$ cat src/rtl/coeff_ctrl_pkg.sv
`timescale 1ns/1ps
`default_nettype none
// ============================================================================
//  Module      : coeff_ctrl_pkg
//  Description : Shared types and constants for the prestep coefficient
//                loader and the coefficient bank it feeds.
//  Revision    : 1.0 - initial release
// ============================================================================
package coeff_ctrl_pkg;

  // Coefficient word width and number of bank slots, shared with prestep_module
  localparam int COEFF_BITS = 32;
  localparam int COEFF_CGES = 49;

  // Loader sequencing states
  typedef enum logic [1:0] {
    IDLE = 2'd0,
    LOAD = 2'd1,
    DONE = 2'd2
  } state_t;

endpackage
`default_nettype wire

$ cat src/rtl/coeff_load_ctrl.sv
`timescale 1ns/1ps
`default_nettype none
// ============================================================================
//  Module      : coeff_load_ctrl
//  Description : Loads the prestep coefficient bank from a valid/ready word
//                stream. Each accepted word becomes one registered bank write
//                at consecutive addresses from 0, and the tap-enable mask is
//                built so that only the loaded taps are active.
//  Revision    : 1.0 - initial release
// ============================================================================
module coeff_load_ctrl
  import coeff_ctrl_pkg::*;
#(
  parameter int BITS = COEFF_BITS,
  parameter int CGES = COEFF_CGES,
  parameter int AW   = $clog2(CGES),
  parameter int NW   = $clog2(CGES + 1)
) (
  input  logic            clk,
  input  logic            reset_n,
  input  logic            start,
  input  logic [NW-1:0]   num,
  input  logic            abort,
  input  logic            s_valid,
  input  logic [BITS-1:0] s_data,
  output logic            s_ready,
  output logic            wen,
  output logic [AW-1:0]   addr,
  output logic [BITS-1:0] value,
  output logic [CGES-1:0] cges,
  output logic            busy,
  output logic            done,
  output logic            err
);

  localparam logic [NW-1:0]   NUM_MAX  = NW'(CGES);
  localparam logic [CGES-1:0] MASK_ONE = CGES'(1);

  state_t          state;
  state_t          state_nxt;
  logic [AW-1:0]   cnt;
  logic [NW-1:0]   num_q;
  logic            num_ok;
  logic            accept;
  logic            hs;
  logic            last;
  logic            in_idle;
  logic            in_load;

  assign in_idle = (state == IDLE);
  assign in_load = (state == LOAD);

  // A legal request loads between 1 and CGES words
  assign num_ok  = (num != '0) && (num <= NUM_MAX);
  assign accept  = in_idle && start && num_ok;

  // Abort wins over a simultaneous handshake, so it suppresses the write
  assign hs      = in_load && s_valid && !abort;
  assign last    = ((NW'(cnt) + NW'(1)) == num_q);

  // Ready depends only on state so the upstream never sees a valid->ready loop
  assign s_ready = in_load;
  assign busy    = in_load;
  // DONE is the cycle carrying the final registered write
  assign done    = (state == DONE);

  // Next-state selection
  always_comb begin
    state_nxt = state;
    case (state)
      IDLE: if (accept) state_nxt = LOAD;
      LOAD: begin
        if (abort)          state_nxt = IDLE;
        else if (hs && last) state_nxt = DONE;
      end
      DONE:    state_nxt = IDLE;
      default: state_nxt = IDLE;
    endcase
  end

  // State register
  always_ff @(posedge clk or negedge reset_n) begin
    if (!reset_n) state <= IDLE;
    else          state <= state_nxt;
  end

  // Word counter and latched length; counter wraps to 0 on the final word
  always_ff @(posedge clk or negedge reset_n) begin
    if (!reset_n) begin
      cnt   <= '0;
      num_q <= '0;
    end else if (accept) begin
      cnt   <= '0;
      num_q <= num;
    end else if (in_load && abort) begin
      cnt   <= '0;
    end else if (hs) begin
      cnt   <= last ? '0 : cnt + 1'b1;
    end
  end

  // Bank write port: pulse on the cycle after a handshake, address/data hold otherwise
  always_ff @(posedge clk or negedge reset_n) begin
    if (!reset_n) begin
      wen   <= 1'b0;
      addr  <= '0;
      value <= '0;
    end else begin
      wen <= hs;
      if (hs) begin
        addr  <= cnt;
        value <= s_data;
      end
    end
  end

  // Tap mask: cleared on a new load or abort, one bit added per written slot
  always_ff @(posedge clk or negedge reset_n) begin
    if (!reset_n) begin
      cges <= '0;
    end else if (accept || (in_load && abort)) begin
      cges <= '0;
    end else if (hs) begin
      cges <= cges | (MASK_ONE << cnt);
    end
  end

  // Illegal command flag: bad length in IDLE or any start while loading
  always_ff @(posedge clk or negedge reset_n) begin
    if (!reset_n) err <= 1'b0;
    else          err <= start && ((in_idle && !num_ok) || in_load);
  end

endmodule
`default_nettype wire

$ cat config.mk
export PLATFORM = sky130hd
export DESIGN_NAME = coeff_load_ctrl
export DESIGN_NICKNAME = d
export VERILOG_FILES = /design/src/rtl/coeff_ctrl_pkg.sv /design/src/rtl/coeff_load_ctrl.sv
export SDC_FILE = /design/constraint.sdc
export NUM_CORES = 1
export LEC_CHECK = 0
export BUFFER_PORTS_ARGS = -buffer_cell sky130_fd_sc_hd__buf_2
export CAP_MARGIN = 10
export CORE_UTILIZATION = 52
export CTS_BUF_LIST = sky130_fd_sc_hd__clkbuf_4 sky130_fd_sc_hd__clkbuf_8
export DETAILED_ROUTE_END_ITERATION = 6
export HOLD_SLACK_MARGIN = 0.06
export PLACE_DENSITY = 0.82
export SETUP_SLACK_MARGIN = 0.02
export SLEW_MARGIN = 15
export SYNTH_ARGS = -nofsm -noshare
export SYNTH_HDL_FRONTEND = slang
export SYNTH_SLANG_ARGS = --single-unit
$ cat constraint.sdc
create_clock -name clk -period 3.05 [get_ports clk]
set_input_delay 0.1525 -clock clk [delete_from_list [all_inputs] [get_ports clk]]
set_output_delay 0.1525 -clock clk [all_outputs]
set_load 0.05 [all_outputs]
==> results of run 1 <==
-- cells by family (layout without fill, tap and decap cells) --
family / count (synthesis) / in the layout / synth area share, %
flops: 103 / 103 / 61.6
xor+xnor: 8 / 8 / 1.68
mux: 6 / 6 / 1.62
simple gates: 202 / 202 / 20.0
buf+inv: 29 / 202 / 3.68
fa+ha+maj: 6 / 6 / 1.79
compound gates: 66 / 66 / 9.57
-- sequential cells by signal (all words and copies together), names as in the netlist --
register  count
state         2
addr          6
err           1
value        32
cges         49
num_q         6
wen           1
cnt           6
-- critical path: cells and delay by family (launching register included) --
kind | cells | cell delay [ps]
and+or+nand+nor | 2 | 320
AOI/OAI and AO/OA | 2 | 650
buffers and inverters | 1 | 130
adders and majority gates | 1 | 340
DFF | 1 | 630
xor gates and xnor gates | 1 | 140
-- layer usage --
metal | track usage [%] | vias up | wire length (um)
met2 | 44.3 | 157 | 5250
met3 | 5.14 | 24 | 669
met4 | 12.3 | 0 | 293
li1 | - | 1725 | -
met5 | 0 | - | 0
met1 | 35.8 | 1753 | 4400
-- report_power, final --
group / switching, mW / total (mW) / internal, mW
Combinational: 1.01 / 1.35 / 0.338
Sequential: 0.167 / 1.74 / 1.57
Clock: 0.487 / 0.842 / 0.356
Total: 1.66 / 3.93 / 2.26
-- synthesized netlist by cell type --
master     count
or3_1          1
nor4b_2        1
xnor2_1        5
ha_1           6
nor3b_1        3
buf_2          3
a31oi_1       24
o21ai_0        6
nor2b_1        5
clkbuf_1      12
o311ai_2       1
and3_1         3
nor2_1        56
buf_4          1
dfrtp_1      103
mux2_2         6
nand3_1        6
buf_1          1
a21oi_4        1
nor4_1         2
a22oi_1        1
buf_6          5
nor3_1         6
a21oi_1       31
or3b_1         1
xor2_1         3
nand2b_1       1
o2111ai_1      1
inv_1          7
o41ai_2        1
nand4_1        1
and2_1         2
nand2_1      114
-- layout make-up --
class | instances | area (um^2) | share of cell area (%)
Multi-Input combinational cell | 288 | 1450 | 26.5
Sequential cell | 103 | 2580 | 47.0
Timing Repair Buffer | 179 | 1100 | 20.0
Clock buffer | 11 | 151 | 2.76
Clock inverter | 5 | 50.0 | 0.912
Tap cell | 102 | 128 | 2.33
Inverter | 7 | 26.3 | 0.479
-- repair_timing --
action,in CTS,in global routing
hold endpoints to repair,65,0
hold buffers,35,0
setup buffers,0,0
-- path summary, 6_finish.rpt --
kind / depth (start not counted) / endpoint / slack, ps / from
worst max-delay path: 7 / cnt[2]$_DFFE_PN0P_ / 710 / cnt[2]$_DFFE_PN0P_
worst min-delay path: 2 / err$_DFF_PN0_ / 60 / start
worst max register to register: 7 / cnt[2]$_DFFE_PN0P_ / 710 / cnt[2]$_DFFE_PN0P_
worst min register to register: 2 / value[24]$_DFFE_PN0P_ / 480 / value[24]$_DFFE_PN0P_
max in group asynchronous: 3 / cnt[2]$_DFFE_PN0P_ / 1970 / reset_n
min in group asynchronous: 2 / cnt[1]$_DFFE_PN0P_ / 260 / reset_n
==> results.py, run 1 <==
metrics = {
    "logic_synthesis": {
        "avgSynthCellArea_um2": 9.96,
        "synthTopCellsByArea": "dfrtp_1, nand2_1, nor2_1",
        "synth_top_area_share_pct": 61.6,
        "synth_nets": 469,
        "synth_cells": 420,
        "syn-cell-area_um2": 4180,
        "synth_seq_cells": 103,
        "ys_seq_area_share_pct": 61.6,
        "yosysTopAreaCell": "dfrtp_1",
        "ys_warn_count": 0,
        "ys_types": 33,
    },
    "drt": {
        "drt_wl_total_um": 10600,
        "num_vias": 3659,
        "wl_per_cell_um": 15.3,
        "via_per_inst": 5.26,
        "drc": 0,
        "firstDrtPassIters": 5,
        "drtAntennaViolNets": 0,
        "first_iter_violations": 263,
    },
    "timing": {
        "clock.fmax_mhz": 427,
        "fin_skew_ps": 15.5,
        "hold_violations": 0,
        "slew_violations": 0,
        "worst-slew-pin-transition_ps": 720,
        "rsz0062_at_grt": "false",
        "setup_violations": 0,
        "whs_ps": 64.7,
        "min_period_ps": 2340,
        "fin_crit_sh_pct": 76.7,
        "fin_tns_setup_ps": 0,
        "relSlewSlack_pct": 51.9,
        "setup_ws_ps": 710,
    },
    "floorplan": {
        "die_h_um": 91.7,
        "die_w_um": 91.7,
        "die-area_um2": 8410,
        "coreArea_um2": 7770,
        "floorplan.initialDensity_pct": 53.8,
        "io_pins": 135,
        "fp-row-count": 32,
    },
    "setup_path": {
        "crit_path_end_kind": "flip-flop",
        "crit_path_max_fanout": 15,
        "arrival_ps": 2570,
        "critPathRequiredTime_ps": 3280,
        "start_kind": "flip-flop",
        "max_stage_delay_ps": 630,
        "critPathKind": "reg -> reg",
        "worstPathCellList": "inv_1 -> ha_1 -> xnor2_1 -> nor3_1 -> o2111ai_1 -> a22oi_1 -> nor2_1",
        "critPathSlowestCell": "dfrtp_1",
    },
    "global_routing": {
        "grt_usage_pct": 27.3,
        "grt_pass1_vias": 3602,
        "grt_max_degree": 56,
        "gr-total-overflow": 0,
        "grt_first_pass_wirelength_um": 17700,
        "antenna_found_initial": 0,
    },
    "power": {
        "vdd.ir_drop.worst_mv": 0.557,
        "power.density_nw_per_um2": 716,
        "p_leak_nw": 2.98,
        "power_mw": 3.93,
    },
    "clock_tree": {
        "clock_path_buffers": 2,
        "clk_pin_slew_ps": 90,
        "clk_latency_ps": 370,
        "cts_sinks": 103,
        "cts.repair.resized": 0,
        "cts_buffers": 9,
        "cts.htree.levels": 3,
        "cts_tree": "done",
        "clock_tree.root_cell": "clkbuf_8",
    },
    "layout": {
        "drive_gt1_share_pct": 28.8,
        "insertedDiodeCount": 0,
        "nets": 637,
        "finish.utilization_pct": 70.6,
        "most-common-layout-cells": "buf_2, nand2_1, dfrtp_1, nor2_1, dlygate4sd3_1",
        "fillCellCount": 582,
        "area_growth_pct": 31.1,
        "final_common_cell": "buf_2",
        "final_area_um2": 5490,
        "instances_no_fill": 695,
    },
    "placement": {
        "placed_cells": 644,
        "dp_hpwl_um": 6910,
        "place_area_um2": 4930,
        "port_buffers": 134,
        "place_ws_ps": 744,
        "gp_congestion": 0.824,
    },
    "outcome": {
        "status": "completed",
    },
    "flow_run": {
        "max_cap_viol_count": 0,
    },
    "worst_hold_path": {
        "hold_class": "in -> reg",
    },
}
Power figures use the tool's default switching activity.
==> run 2: changes to the inputs <==
==> constraint.sdc (replaced) <==
create_clock -name clk -period 2.24 [get_ports clk]
set_input_delay 0.112 -clock clk [delete_from_list [all_inputs] [get_ports clk]]
set_output_delay 0.112 -clock clk [all_outputs]
set_load 0.05 [all_outputs]
==> run 2 against run 1 <==
Compared with the run above: flip-flop and latch count unchanged; first-iteration DRC count rose by 13%; via count is 2.4% higher; clock-buffer cell count down 2; routed wire length up 1.3%; clock power is 31% higher; register-to-register slack lost 660 ps; core utilization is 1.9 points higher; critical endpoint is now cnt[0]$_DFFE_PN0P_; combinational power up 40%.
==> results.py, run 2 (synthesis results as in run 1) <==
metrics = {
    "outcome": {
        "status": "completed",
    },
    "setup_path": {
        "crit_path_max_fanout": 7,
        "cp_num_buf_inv": 0,
        "arrival_ps": 2450,
        "start_kind": "flip-flop",
        "worstPathCellList": "ha_1 -> ha_1 -> xnor2_1 -> nor3_2 -> o2111ai_1 -> nand3_1 -> a21oi_1",
        "critPathKind": "reg -> reg",
        "critPathSlowestCell": "dfrtp_1",
        "critPathRequiredTime_ps": 2490,
        "crit_family": "adder cells",
        "max_stage_delay_ps": 470,
        "crit_top_cell": "ha_1",
        "crit_path_end_kind": "flip-flop",
    },
    "global_routing": {
        "grt_first_pass_wirelength_um": 17600,
        "grt_max_degree": 53,
        "grt_pass1_vias": 3634,
        "antenna_found_initial": 0,
        "gr-total-overflow": 0,
        "grt_usage_pct": 27.2,
    },
    "timing": {
        "min_period_ps": 2190,
        "whs_ps": 87.0,
        "fin_skew_ps": 12.1,
        "fin_crit_sh_pct": 98.0,
        "rsz0062_at_grt": "true",
        "setup_violations": 0,
        "hold_violations": 0,
        "clock.fmax_mhz": 456,
        "worst-slew-pin-transition_ps": 581,
        "setup_ws_ps": 45.5,
        "slew_violations": 0,
        "relSlewSlack_pct": 61.3,
    },
    "clock_tree": {
        "postCtsSetupBuffers": 0,
        "cts_buffers": 9,
        "clock_tree.root_cell": "clkbuf_8",
        "cts.htree.levels": 3,
        "cts_tree": "done",
        "clk_pin_slew_ps": 100,
        "clk_latency_ps": 360,
        "cts_sinks": 103,
        "clock_path_buffers": 2,
    },
    "power": {
        "vdd.ir_drop.worst_mv": 0.665,
        "p_comb_share_pct": 35.3,
        "power.internal_mw": 3.05,
        "pwr-share-seq_pct": 44.2,
        "clkPwrFrac_pct": 20.5,
        "p_leak_nw": 3.04,
        "power.density_nw_per_um2": 951,
        "switching_share_pct": 43.0,
        "switching_power_mw": 2.30,
    },
    "drt": {
        "num_vias": 3746,
        "drt_wl_total_um": 10700,
        "wl_per_cell_um": 15.2,
        "firstDrtPassIters": 5,
        "via_per_inst": 5.30,
        "drtAntennaViolNets": 0,
        "first_iter_violations": 298,
        "drc": 0,
    },
    "layout": {
        "reg_top3": "cges: 49 flops, value: 32 flops",
        "area_growth_pct": 34.7,
        "finish.utilization_pct": 72.5,
        "instances_no_fill": 707,
        "nets": 649,
        "fillCellCount": 562,
        "drive_gt1_share_pct": 29.9,
        "largest_reg_flops": 49,
        "final_area_um2": 5630,
        "insertedDiodeCount": 0,
        "final_common_cell": "buf_2",
        "most-common-layout-cells": "buf_2, nand2_1, dfrtp_1, nor2_1, dlygate4sd3_1",
        "largest_register": "cges",
    },
    "placement": {
        "place_ws_ps": 23.3,
        "placed_cells": 649,
        "place_area_um2": 5000,
        "port_buffers": 134,
        "gp_congestion": 0.840,
        "dp_hpwl_um": 6750,
    },
    "floorplan": {
        "coreArea_um2": 7770,
        "io_pins": 135,
        "die-area_um2": 8410,
        "fp-row-count": 32,
        "floorplan.initialDensity_pct": 53.8,
        "die_w_um": 91.7,
        "die_h_um": 91.7,
    },
    "flow_run": {
        "max_cap_viol_count": 0,
    },
    "worst_hold_path": {
        "hold_class": "in -> reg",
    },
}
==> run 2: final cells by class <==
| class | instances | area (um^2) | area share [%] |
|---|---|---|---|
| sequential | 103 | 2580 | 45.7 |
| multi-input combinational | 289 | 1490 | 26.5 |
| timing repair buffer | 190 | 1220 | 21.7 |
| tap | 102 | 128 | 2.27 |
| clock buffer | 9 | 124 | 2.20 |
| clock inverter | 7 | 65.1 | 1.15 |
| inverter | 7 | 26.3 | 0.466 |
==> run 2: worst paths after layout <==
path                                  startpoint               endpoint  slack (ps)  depth (start not counted)
max                           cnt[0]$_DFFE_PN0P_     cnt[0]$_DFFE_PN0P_          50                          7
min                                      s_valid   state[0]$_DFFE_PN0P_          90                          4
max reg2reg                   cnt[0]$_DFFE_PN0P_     cnt[0]$_DFFE_PN0P_          50                          7
min reg2reg                value[23]$_DFFE_PN0P_  value[23]$_DFFE_PN0P_         480                          2
max in group asynchronous                reset_n   cges[19]$_DFFE_PN0P_        1270                          3
min in group asynchronous                reset_n          err$_DFF_PN0_         270                          2
==> run 2: per-layer routing <==
layer,track usage (%),routed length (um),up-vias
li1,-,-,1751
met1,35.5,4570,1810
met2,44.0,5340,159
met3,5.64,572,26
met4,12.0,269,0
met5,0,0,-
==> run 2: what timing repair did <==
action,in CTS,in global routing
endpoints found under the setup margin,1,18
hold buffers,41,0
pin swaps,0,1
hold endpoints to repair,82,0
gates resized for setup,1,5
cloned,0,1
==> run 2: worst min-delay path, stage by stage <==
cell      delay [ps]
buf_2            110
inv_1             50
o21ai_0           70
nand2b_1          70
==> run 2: power by group through the flow <==
stage / combinational (mW) / sequential (mW) / clock [mW]
after floorplan: 0.591 / 3.12 / 0
after global placement: 1.75 / 2.38 / 0
after detailed placement: 1.78 / 2.38 / 0
after CTS: 1.85 / 2.36 / 1.13
after global routing: 2.01 / 2.41 / 1.20
final: 1.89 / 2.37 / 1.10
==> run 2: stage by stage <==
| step | setup TNS [ps] | power (mW) |
|---|---|---|
| 2_1_floorplan | 0 | 3.72 |
| 6_report | 0 | 5.36 |
| 4_1_cts | 0 | 5.34 |
| 3_5_place_dp | 0 | 4.17 |
| 5_1_grt | -355 | 5.62 |
| 3_3_place_gp | 0 | 4.13 |
==> run 3: changes to the inputs <==
--- a/config.mk
+++ b/config.mk
@@ -7,6 +7,7 @@
 export LEC_CHECK = 0
 export BUFFER_PORTS_ARGS = -buffer_cell sky130_fd_sc_hd__buf_2
 export CAP_MARGIN = 10
+export CORE_ASPECT_RATIO = 1.75
 export CORE_UTILIZATION = 52
 export CTS_BUF_LIST = sky130_fd_sc_hd__clkbuf_4 sky130_fd_sc_hd__clkbuf_8
 export DETAILED_ROUTE_END_ITERATION = 6
==> run 3 against run 2 <==
Compared with the run above: via count rose by 0.85%; clock skew rose by 1.6 ps; combinational power barely moved; register-to-register slack improved by 70 ps; clock power rose by 10%; sequential share of layout area rose by 0.092 points; first-iteration DRC count rose by 7.7%; global-route usage rose by 0.15 points; worst setup slack improved by 67 ps; flip-flop and latch count did not move; highest routed layer unchanged; fmax rose by 3.2%; critical path type unchanged.
==> results.py, run 3 (synthesis results as in run 1) <==
metrics = {
    "outcome": {
        "status": "completed",
    },
    "flow_run": {
        "max_cap_viol_count": 0,
    },
    "clock_tree": {
        "cts_tree": "done",
        "cts.htree.levels": 3,
        "clock_path_buffers": 2,
        "clk_latency_ps": 370,
        "clock_tree.root_cell": "clkbuf_8",
        "clk_pin_slew_ps": 100,
        "cts_sinks": 103,
        "cts_buffers": 9,
    },
    "setup_path": {
        "crit_path_max_fanout": 7,
        "critPathRequiredTime_ps": 2500,
        "r2r_start": "cnt[0]$_DFFE_PN0P_",
        "r2r_setup_slack_ps": 110,
        "crit_path_end_kind": "flip-flop",
        "critPathKind": "reg -> reg",
        "worstPathCellList": "ha_1 -> ha_1 -> xnor2_1 -> nor3_2 -> o2111ai_2 -> o21ai_0 -> nand2b_1",
        "max_stage_delay_ps": 470,
        "r2r_cells": 7,
        "worstReg2RegEnd": "state[0]$_DFFE_PN0P_",
        "arrival_ps": 2390,
        "critPathSlowestCell": "dfrtp_1",
        "crit_top_cell": "ha_1",
        "start_kind": "flip-flop",
        "crit_start": "cnt[0]$_DFFE_PN0P_",
    },
    "drt": {
        "first_iter_violations": 321,
        "firstDrtPassIters": 5,
        "wl_per_cell_um": 16.4,
        "drtAntennaViolNets": 0,
        "via_per_inst": 5.44,
        "drc": 0,
        "drt_wl_total_um": 11400,
        "num_vias": 3778,
    },
    "timing": {
        "min_period_ps": 2130,
        "worst-slew-pin-transition_ps": 700,
        "fin_skew_ps": 13.7,
        "setup_violations": 0,
        "fin_tns_setup_ps": 0,
        "relSlewSlack_pct": 53.2,
        "slew_violations": 0,
        "fin_crit_sh_pct": 95.0,
        "setup_ws_ps": 113,
        "clock.fmax_mhz": 470,
        "hold_violations": 0,
        "rsz0062_at_grt": "false",
    },
    "power": {
        "vdd.ir_drop.worst_mv": 0.798,
        "power.density_nw_per_um2": 977,
        "p_leak_nw": 3.05,
    },
    "global_routing": {
        "grt_usage_pct": 27.3,
        "grt_pass1_vias": 3673,
        "gr-total-overflow": 0,
        "grt_max_degree": 104,
        "grt_first_pass_wirelength_um": 17800,
        "antenna_found_initial": 0,
    },
    "layout": {
        "final_area_um2": 5620,
        "largest_register": "cges",
        "most-common-layout-cells": "buf_2, nand2_1, dfrtp_1, nor2_1, dlygate4sd3_1",
        "nets": 651,
        "final_common_cell": "buf_2",
        "finish.utilization_pct": 73.3,
        "area_growth_pct": 34.4,
        "insertedDiodeCount": 0,
        "drive_gt1_share_pct": 29.8,
        "instances_no_fill": 695,
        "reg_top3": "cges: 49 flops, value: 32 flops",
        "largest_reg_flops": 49,
    },
    "worst_hold_path": {
        "hold_class": "in -> reg",
        "min_to": "state[0]$_DFFE_PN0P_",
        "whs_path_depth": 4,
        "min-delay-start": "abort",
    },
    "placement": {
        "placed_cells": 637,
        "dp_hpwl_um": 7040,
        "place_ws_ps": -55.6,
        "port_buffers": 134,
        "place_area_um2": 4990,
        "gp_congestion": 0.916,
    },
    "floorplan": {
        "die_w_um": 69.8,
        "die_h_um": 121,
        "floorplan.initialDensity_pct": 54.5,
        "fp-row-count": 42,
        "die-area_um2": 8420,
        "coreArea_um2": 7670,
        "io_pins": 135,
    },
}
run 3: cell types whose count changed in the layout (fill, tap and decap cells not counted):
cell / previous run / this run
clkinv_8: 1 / 0
nor2_2: 2 / 0
nor2_1: 54 / 56
nor3b_2: 1 / 0
inv_8: 1 / 0
bufinv_16: 0 / 1
buf_4: 14 / 17
inv_6: 2 / 4
clkinvlp_4: 2 / 1
nor3b_1: 2 / 3
nor4b_4: 1 / 0
dlygate4sd3_1: 41 / 40
nor4b_2: 0 / 1
run 3: final cells by class:
type	instances	area [um^2]
Timing Repair Buffer	192	1230
Multi-Input combinational cell	289	1470
Inverter	7	26.3
Tap cell	88	110
Clock inverter	7	77.6
Clock buffer	9	124
Fill cell	570	2050
Sequential cell	103	2580
run 3: worst max path at each step:
stage                     slack, ps  cells after the start                    to
after global placement          100                      7  state[0]$_DFFE_PN0P_
after global routing             40                      7  state[0]$_DFFE_PN0P_
after detailed placement        -60                      7  state[0]$_DFFE_PN0P_
after floorplan                  80                      9  state[0]$_DFFE_PN0P_
after CTS                        10                      7  state[0]$_DFFE_PN0P_
final                           110                      7  state[0]$_DFFE_PN0P_
run 3: repair_timing:
action	in CTS	in global routing
pin swaps	0	2
buffers inserted	0	1
hold endpoints to repair	142	0
cloned	0	1
endpoints found under the setup margin	6	6
gates resized for setup	1	1
hold buffers	40	0
run 3: through the flow:
stage	hold WS (ps)	power [mW]
global route	87.3	5.74
global placement	208	4.16
detailed placement	220	4.20
floorplan	-184	3.72
CTS	70.2	5.45
finish	75.3	5.49
run 3: routing by layer:
layer  global-route usage, %  share of wire [%]  routed length [um]  vias to the layer above
met1                    30.7                 36                4110                     1845
met3                    6.50                6.1                 699                       22
met4                    9.75                2.3                 264                        0
met5                       0                  0                   0                        -
met2                    49.6                 55                6300                      163
li1                        -                  -                   -                     1748
run 3: worst max-delay path, delay by kind of cell, from the launching register on:
family	cells	cell delay (ps)
adder cells (fa/ha/maj)	2	590
AO/OA/AOI/OAI	2	480
flip-flops	1	470
AND/OR/NAND/NOR	2	330
XOR/XNOR	1	150
run 3: where the power goes:
part           leakage, nW  switching [mW]  internal [mW]
Combinational         1.58            1.43          0.496
Sequential            1.37           0.229           2.14
Clock                0.101           0.675          0.531
